[src/rtl/qpd_pkg.sv]
// Shared types for the QPD demodulator output packer: channel numbering and
// sender states.
package qpd_pkg;

  localparam int NUM_QPD_CHANNELS = 6;

  typedef enum logic [2:0] {
    X1 = 3'd0,
    X2 = 3'd1,
    Y1 = 3'd2,
    Y2 = 3'd3,
    I1 = 3'd4,
    I2 = 3'd5
  } qpd_channel_e;

  typedef enum logic [0:0] {
    IDLE = 1'b0,
    SEND = 1'b1
  } packer_state_e;

endpackage

[src/rtl/qpd_block_averager.sv]
// Six parallel block accumulators with a shared sample counter. Each output is
// the block average (floor of sum / 2^DECIM_LOG2) for the block completing now.
module qpd_block_averager
  import qpd_pkg::*;
#(
  parameter int NUM_BITS   = 32,
  parameter int DECIM_LOG2 = 4
) (
  input  logic                                      clk,
  input  logic                                      rst_n,
  input  logic                                      done,
  input  logic [NUM_QPD_CHANNELS-1:0][NUM_BITS-1:0] sample,
  output logic                                      block_done,
  output logic [NUM_QPD_CHANNELS-1:0][NUM_BITS-1:0] average
);

  localparam int ACC_W = NUM_BITS + DECIM_LOG2;
  localparam int CNT_W = (DECIM_LOG2 > 0) ? DECIM_LOG2 : 1;
  localparam logic [CNT_W-1:0] LAST_CNT = CNT_W'((1 << DECIM_LOG2) - 1);

  logic [CNT_W-1:0]        cnt_r;
  logic                    last_s;
  logic signed [NUM_BITS-1:0] in_s      [NUM_QPD_CHANNELS];
  logic signed [ACC_W-1:0]    acc_r     [NUM_QPD_CHANNELS];
  logic signed [ACC_W-1:0]    sum_s     [NUM_QPD_CHANNELS];
  logic signed [ACC_W-1:0]    shifted_s [NUM_QPD_CHANNELS];

  assign last_s     = (cnt_r == LAST_CNT);
  assign block_done = done & last_s;

  // Running sum including the current sample; the completing sample is part of the average.
  always_comb begin
    for (int c = 0; c < NUM_QPD_CHANNELS; c++) begin
      in_s[c]      = sample[c];
      sum_s[c]     = acc_r[c] + in_s[c];
      shifted_s[c] = sum_s[c] >>> DECIM_LOG2;
      average[c]   = shifted_s[c][NUM_BITS-1:0];
    end
  end

  // Accumulate on every done; restart from zero on the completing sample.
  always_ff @(posedge clk or negedge rst_n) begin
    if (!rst_n) begin
      cnt_r <= {CNT_W{1'b0}};
      for (int c = 0; c < NUM_QPD_CHANNELS; c++) acc_r[c] <= {ACC_W{1'b0}};
    end else if (done) begin
      cnt_r <= last_s ? {CNT_W{1'b0}} : cnt_r + CNT_W'(1);
      for (int c = 0; c < NUM_QPD_CHANNELS; c++)
        acc_r[c] <= last_s ? {ACC_W{1'b0}} : sum_s[c];
    end
  end

endmodule

[src/rtl/qpd_demod_packer.sv]
// Averages QPD demodulator results per block and streams each block as six
// tagged words over ready/valid; blocks arriving while busy are dropped.
module qpd_demod_packer
  import qpd_pkg::*;
#(
  parameter int NUM_BITS   = 32,
  parameter int DECIM_LOG2 = 4,
  parameter int FRAME_BITS = 16
) (
  input  logic                  clk_i,
  input  logic                  reset_i,
  input  logic [NUM_BITS-1:0]   x1_i,
  input  logic [NUM_BITS-1:0]   x2_i,
  input  logic [NUM_BITS-1:0]   y1_i,
  input  logic [NUM_BITS-1:0]   y2_i,
  input  logic [NUM_BITS-1:0]   i1_i,
  input  logic [NUM_BITS-1:0]   i2_i,
  input  logic                  done_i,
  output logic [NUM_BITS-1:0]   data_o,
  output logic [2:0]            channel_o,
  output logic [FRAME_BITS-1:0] frame_o,
  output logic                  valid_o,
  output logic                  last_o,
  input  logic                  ready_i,
  output logic                  overrun_o,
  input  logic                  clear_overrun_i
);

  logic [NUM_QPD_CHANNELS-1:0][NUM_BITS-1:0] sample_s;
  logic [NUM_QPD_CHANNELS-1:0][NUM_BITS-1:0] avg_s;
  logic [NUM_QPD_CHANNELS-1:0][NUM_BITS-1:0] hold_r;
  logic                                      blk_done_s;
  packer_state_e                             state_r;
  logic [FRAME_BITS-1:0]                     frame_r;
  logic hs_s, final_hs_s, load_s, drop_s;

  assign sample_s = {i2_i, i1_i, y2_i, y1_i, x2_i, x1_i};

  qpd_block_averager #(
    .NUM_BITS  (NUM_BITS),
    .DECIM_LOG2(DECIM_LOG2)
  ) u_averager (
    .clk       (clk_i),
    .rst_n     (reset_i),
    .done      (done_i),
    .sample    (sample_s),
    .block_done(blk_done_s),
    .average   (avg_s)
  );

  assign valid_o = (state_r == SEND);

  // A completing block is accepted when idle or when the final word leaves this cycle.
  always_comb begin
    hs_s       = (state_r == SEND) & ready_i;
    final_hs_s = hs_s & (channel_o == 3'(I2));
    load_s     = blk_done_s & ((state_r == IDLE) | final_hs_s);
    drop_s     = blk_done_s & ~load_s;
  end

  // Sender: load a block, then step through channels on each handshake.
  always_ff @(posedge clk_i or negedge reset_i) begin
    if (!reset_i) begin
      state_r   <= IDLE;
      hold_r    <= {NUM_QPD_CHANNELS{{NUM_BITS{1'b0}}}};
      channel_o <= 3'd0;
      data_o    <= {NUM_BITS{1'b0}};
      frame_o   <= {FRAME_BITS{1'b0}};
      last_o    <= 1'b0;
    end else if (load_s) begin
      state_r   <= SEND;
      hold_r    <= avg_s;
      channel_o <= 3'(X1);
      data_o    <= avg_s[0];
      frame_o   <= frame_r;
      last_o    <= 1'b0;
    end else if (hs_s) begin
      if (final_hs_s) begin
        state_r   <= IDLE;
        channel_o <= 3'd0;
        data_o    <= {NUM_BITS{1'b0}};
        frame_o   <= {FRAME_BITS{1'b0}};
        last_o    <= 1'b0;
      end else begin
        channel_o <= channel_o + 3'd1;
        data_o    <= hold_r[channel_o + 3'd1];
        last_o    <= (channel_o == 3'(I1));
      end
    end
  end

  // Frame count advances on every completed block; a drop sets the sticky overrun (set beats clear).
  always_ff @(posedge clk_i or negedge reset_i) begin
    if (!reset_i) begin
      frame_r   <= {FRAME_BITS{1'b0}};
      overrun_o <= 1'b0;
    end else begin
      if (blk_done_s) frame_r <= frame_r + FRAME_BITS'(1);
      if (drop_s)               overrun_o <= 1'b1;
      else if (clear_overrun_i) overrun_o <= 1'b0;
    end
  end

endmodule

[config.mk]
export PLATFORM = sky130hd
export DESIGN_NAME = qpd_demod_packer
export DESIGN_NICKNAME = d
export VERILOG_FILES = /design/src/rtl/qpd_pkg.sv /design/src/rtl/qpd_block_averager.sv /design/src/rtl/qpd_demod_packer.sv
export SDC_FILE = /design/constraint.sdc
export NUM_CORES = 1
export LEC_CHECK = 0
export BUFFER_PORTS_ARGS = -buffer_cell sky130_fd_sc_hd__buf_2
export CAP_MARGIN = 40
export CORE_MARGIN = 2
export CORE_UTILIZATION = 60
export DETAILED_ROUTE_END_ITERATION = 12
export GPL_ROUTABILITY_DRIVEN = 0
export PLACE_DENSITY_LB_ADDON = 0.05
export SETUP_SLACK_MARGIN = 0.05
export SYNTH_ARGS = -nofsm -noshare
export SYNTH_HDL_FRONTEND = slang
export SYNTH_HIERARCHICAL = 1
export SYNTH_SLANG_ARGS = --single-unit
[constraint.sdc]
create_clock -name clk_i -period 3.42 [get_ports clk_i]
set_input_delay 0.171 -clock clk_i [delete_from_list [all_inputs] [get_ports clk_i]]
set_output_delay 0.171 -clock clk_i [all_outputs]
set_load 0.01 [all_outputs]
## Yosys cells after proc, flatten, opt, wreduce, memory -nomap -nowiden

Index checks and enable logic that the tools add are counted.

- Register bits: 482
- Output and inout bits: 54
- Logic and storage cells: 71

- $add $sub $neg: 9
- Order comparisons: 1
- Eq/ne operators: 3
- Muxes and demuxes: 26
- Bitwise gates (word level): 8
- Reduce and logical (&&, ||, !) cells: 4

Operator list:

| operator | number |
|---|---|
| adder 36 x 32 -> 36 bit | 6 |
| 2-to-1 mux 36 bit | 6 |
| 2-to-1 mux 32 bit | 4 |
| binary-select mux 32 bit (select 3 bit) | 1 |
| 2-to-1 mux 16 bit | 3 |
| adder 16 x 1 -> 16 bit (second input constant) | 1 |
| 2-to-1 mux 3 bit | 3 |
| 2-to-1 mux 1 bit | 8 |
| == test 3 bit (second input constant) | 2 |
| nonzero test 2 bit | 3 |
| AND 1 bit | 5 |
| adder 4 x 1 -> 4 bit (second input constant) | 1 |
| == test 4 bit (second input constant) | 1 |
| less-than comparator 3 x 4 -> 1 bit (second input constant) | 1 |
| 2-to-1 mux 4 bit | 1 |
| adder 3 x 1 -> 3 bit (second input constant) | 1 |
| inverter 1 bit | 2 |
| AND reduction 2 bit | 1 |
| bitwise OR 1 bit | 1 |

## Depth between registers and ports, before layout

- Depth after elaboration: 7
- Mapped depth: 15
- Gate-level depth less buffers: 14

## Hierarchy

Netlist, hierarchy kept.

By module, submodules not included:

| module | times used | cells each | area each (um^2) | sequential area each (um^2) |
|---|---|---|---|---|
| qpd_block_averager | 1 | 2201 | 19437.4 | 5505.3 |
| qpd_demod_packer | 1 | 1130 | 11292.1 | 6556.3 |

## Worst setup path after synthesis

Ideal clock, no wire load.

- Kind: register to register
- From: register u_averager/acc_r[180] in the netlist's numbering
- To: register data_o[30]
- Setup time: 130 ps
- Arrival time: 2847 ps
- Path slack: 442 ps
- Cell stages (with the launch flop): 15
- Buffers on the path: 0
- Cells stage by stage: dfrtp_1 -> ha_1 -> inv_1 -> fa_1 -> nor2b_1 -> o2111ai_1 -> a211oi_1 -> o211ai_1 -> o21a_1 -> o21ai_1 -> a41oi_1 -> a21o_1 -> and2_1 -> a22oi_1 -> o21ai_0

RTL lines:

| item | line | RTL |
|---|---|---|
| start, declared | qpd_block_averager.sv:24 | `logic signed [ACC_W-1:0] acc_r [NUM_QPD_CHANNELS];` |
| start signal, assigned by index | qpd_block_averager.sv:49 | `acc_r[c] <= last_s ? {ACC_W{1'b0}} : sum_s[c];` |
| end signal, assigned | qpd_demod_packer.sv:67 | `data_o <= {NUM_BITS{1'b0}};` |
| end signal, assigned | qpd_demod_packer.sv:74 | `data_o <= avg_s[0];` |
| end signal, assigned | qpd_demod_packer.sv:81 | `data_o <= {NUM_BITS{1'b0}};` |
| end, declared | qpd_demod_packer.sv:19 | `output logic [NUM_BITS-1:0] data_o,` |

==> results.sh <==
export IMPL_finalWirelength_mm=91.4
export IMPL_clock_latency_ps=610
export IMPL_synth_seq_cells=482
export IMPL_ys_warn_count=6
export IMPL_finalSetupViolCount=0
export IMPL_min_path_cells=4
export IMPL_worstMarginPinSlew_ps=983
export IMPL_wl_per_cell_um=21.7
export IMPL_clkTransAtPathRegs_ps=60
export IMPL_cap_viol_max_count=0
export IMPL_vdd_drop_max_v=0.000651
export IMPL_crit_chain="ha_2, inv_1, fa_2, nor2b_2, o2111ai_2, a211oi_2, o211ai_1, o21a_2, o21ai_2, a41oi_1, a21o_1, and2_1, a22oi_1, o21ai_0"
export IMPL_required_ps=3880
export IMPL_nFillCells=4043
export IMPL_cp_max_fo=4
export IMPL_power_leakage_nw=17.3
export IMPL_timing_fmax_ghz=0.310
export IMPL_async_flop_share_pct=100
export IMPL_drt_iter0_drc=2805
export IMPL_numClockSinks=482
export IMPL_hold_path_class="input port to flip-flop"
export IMPL_r2r_end="data_o[30]"
export IMPL_antenna_found_initial=1
export IMPL_wl_met1_mm=40.0
export IMPL_post_route_period_util_pct=94.3
export IMPL_worstHoldEndpoint="u_averager/acc_r[145]"
export IMPL_setup_worst_path_class="flip-flop to flip-flop"
export IMPL_cts_buffers=52
export IMPL_slowest_delay_ps=370
export IMPL_syn_num_nets=3749
export IMPL_period_minus_slack_ps=3230
export IMPL_syn_area_um2=30700
export IMPL_arrival_ps=3690
export IMPL_rsz0062_at_grt="true"
export IMPL_skew_ps=24.9
export IMPL_die_w_um=230
export IMPL_muxShareOfSynthArea_pct=3.86
export IMPL_rrSetupSlack_ps=190
export IMPL_hpwl_mm=67.8
export IMPL_synth_xor_area_share_pct=5.90
export IMPL_clockRootBuffer="clkbuf_16"
export IMPL_synth_seq_area_share_pct=39.3
export IMPL_drv_slew=0
export IMPL_final_cell_mix="nand2_1, dfrtp_1, buf_2"
export IMPL_synth_top_family_by_area="compound AO/OA/AOI/OAI gates"
export IMPL_rr_worst_depth=14
export IMPL_io_buffer_count=250
export IMPL_via_per_inst=6.38
export IMPL_relSlewSlack_pct=34.5
export IMPL_initial_core_util_pct=61.0
export IMPL_finalPower_mw=35.2
export IMPL_critPathLaunchType="flip-flop"
export IMPL_synthCells=3331
export IMPL_drtAntennaViolNets=0
export IMPL_fp_row_count=82
export IMPL_htree_levels=2
export IMPL_drc=0
export IMPL_yosys_area_share_simple_pct=14.9
export IMPL_tritoncts="built"
export IMPL_grt_pass1_vias=25800
export IMPL_top_layer="met5"
export IMPL_synth_compound_area_share_pct=23.1
export IMPL_outcome="complete, no violations"
export IMPL_grt_pass1_wl_mm=144
export IMPL_syn_to_final_growth_pct=12.5
export IMPL_layout_drive_gt1_share_pct=13.8
export IMPL_wl_met2_mm=39.5
export IMPL_final_nets=3930
export IMPL_wl_met3_mm=8.76
export IMPL_r2r_start="u_averager/acc_r[180]"
export IMPL_hold_start="x2_i[1]"
export IMPL_synth_edf_count=0
export IMPL_die_area_um2=53000
export IMPL_dr_total_vias=27000
export IMPL_overflow=0
export IMPL_placed_cells=4116
export IMPL_final_common_cell="nand2_1"
export IMPL_cts_buffer_depth=3
export IMPL_synth_distinct_cells=85
export IMPL_synthAdderAreaFrac_pct=9.14
export IMPL_grt_use_total_pct=34.2
export IMPL_hold_violations=0
export IMPL_instances_no_fill=4222
export IMPL_cp_slowest_cell="fa_2"
export IMPL_syn_avg_cell_area_um2=9.23
export IMPL_drtPass1Iterations=6
export IMPL_synth_ff_type="dfrtp_1"
export IMPL_core_area_um2=50400
export IMPL_cp_end_kind="flip-flop"
export IMPL_top_level_ports=251
export IMPL_grt_max_degree=124
export IMPL_die_y_um=230
export IMPL_p_per_area_nw_per_um2=1020
## how the worst max path moves through the flow
stage | slack, ps | depth (start not counted) | endpoint | from
after floorplan | 440 | 14 | data_o[30] | u_averager/acc_r[180]
after global placement | 160 | 14 | data_o[30] | u_averager/acc_r[180]
after detailed placement | -5 | 14 | data_o[30] | u_averager/acc_r[180]
after CTS | 60 | 14 | data_o[30] | u_averager/acc_r[180]
after global routing | 7 | 14 | hold_r[116] | u_averager/acc_r[72]
final | 190 | 14 | data_o[30] | u_averager/acc_r[180]
## critical path: cells and delay by family (launching register included)
kind / cells / cell delay [ps]
AOI/OAI and AO/OA: 9 / 1770
adders and majority gates: 2 / 580
DFF: 1 / 360
and+or+nand+nor: 2 / 320
buffers and inverters: 1 / 60
## per-layer routing
layer,up-vias,track usage [%]
met3,195,7.59
met1,13200,49.7
met2,1204,50.7
met5,-,0
li1,12400,-
met4,2,11.2
## registers in the layout, indices dropped and copies added (netlist names)
register / flops
channel_o: 3
overrun_o: 1
valid_o: 1
last_o: 1
u_averager/acc_r: 216
frame_r: 16
hold_r: 192
u_averager/cnt_r: 4
data_o: 32
frame_o: 16
## final cells by class
| cell class | count | area [µm²] | area share [%] |
|---|---|---|---|
| clock buffer | 64 | 1430 | 4.13 |
| timing repair buffer | 320 | 2040 | 5.89 |
| tap | 672 | 841 | 2.43 |
| inverter | 78 | 298 | 0.861 |
| antenna | 1 | 2.50 | 0.00724 |
| clock inverter | 27 | 317 | 0.916 |
| multi-input combinational | 2578 | 17600 | 50.9 |
| sequential | 482 | 12100 | 34.9 |
## kinds of logic (layout without fill, tap and decap cells)
family,after synthesis,after routing
mux,78,78
simple gates,1066,1066
fa+ha+maj,221,221
buf+inv,271,489
other cells,0,1
xor+xnor,207,207
compound gates,1006,1006
flops,482,482
## stage by stage
step                      utilization (%)  setup slack, ps  cell area [µm²]  setup TNS, ps  hold slack (ps)
final                                68.6              194            34600              0             17.2
after global routing                 68.6             7.32            34600              0             48.4
after CTS                            68.5             63.0            34500              0             2.66
after detailed placement             64.8            -4.87            32600          -4.87              337
after global placement               64.7              158            32600              0              334
after floorplan                         -              442            30700              0             -125
## power by group
| part | switching (mW) | internal [mW] |
|---|---|---|
| Sequential | 1.76 | 8.07 |
| Combinational | 11.4 | 8.07 |
| Clock | 2.45 | 3.41 |
## cells in the mapped netlist (all sizes together) (5+ instances only)
cell,number,area [µm²]
a211oi,18,135
nand4,55,344
a41oi,7,68.8
a21o,141,1060
nor2b,22,138
clkbuf,115,432
a22oi,36,270
o31ai,18,135
and3,19,119
o22ai,13,81.3
nand2,717,2690
fa,6,120
a21oi,221,1120
or2,9,56.3
o21bai,39,293
mux2i,43,430
and2,13,81.3
ha,215,2690
inv,78,293
nand2b,17,106
a32o,7,70.1
o21a,29,218
mux4,32,721
o2111ai,5,43.8
a31o,7,61.3
a2111oi,6,71.3
o211ai,46,350
xor2,84,736
nor3,20,105
a21boi,8,60.1
or3,8,50.1
a31oi,33,206
a22o,208,1820
and4,9,80.1
nor2,115,434
buf,77,440
o21ai,116,581
nand3,45,235
xnor2,123,1080
dfrtp,482,12100
## repair_timing
item | 4_1_cts | 5_1_grt
setup buffers | 0 | 2
setup endpoints to repair | 1 | 21
resized for setup | 1 | 11
hold buffers | 12 | 0
hold endpoints to repair | 105 | 0
pin swaps | 0 | 3
No activity file was read; power rests on OpenSTA's default activity.
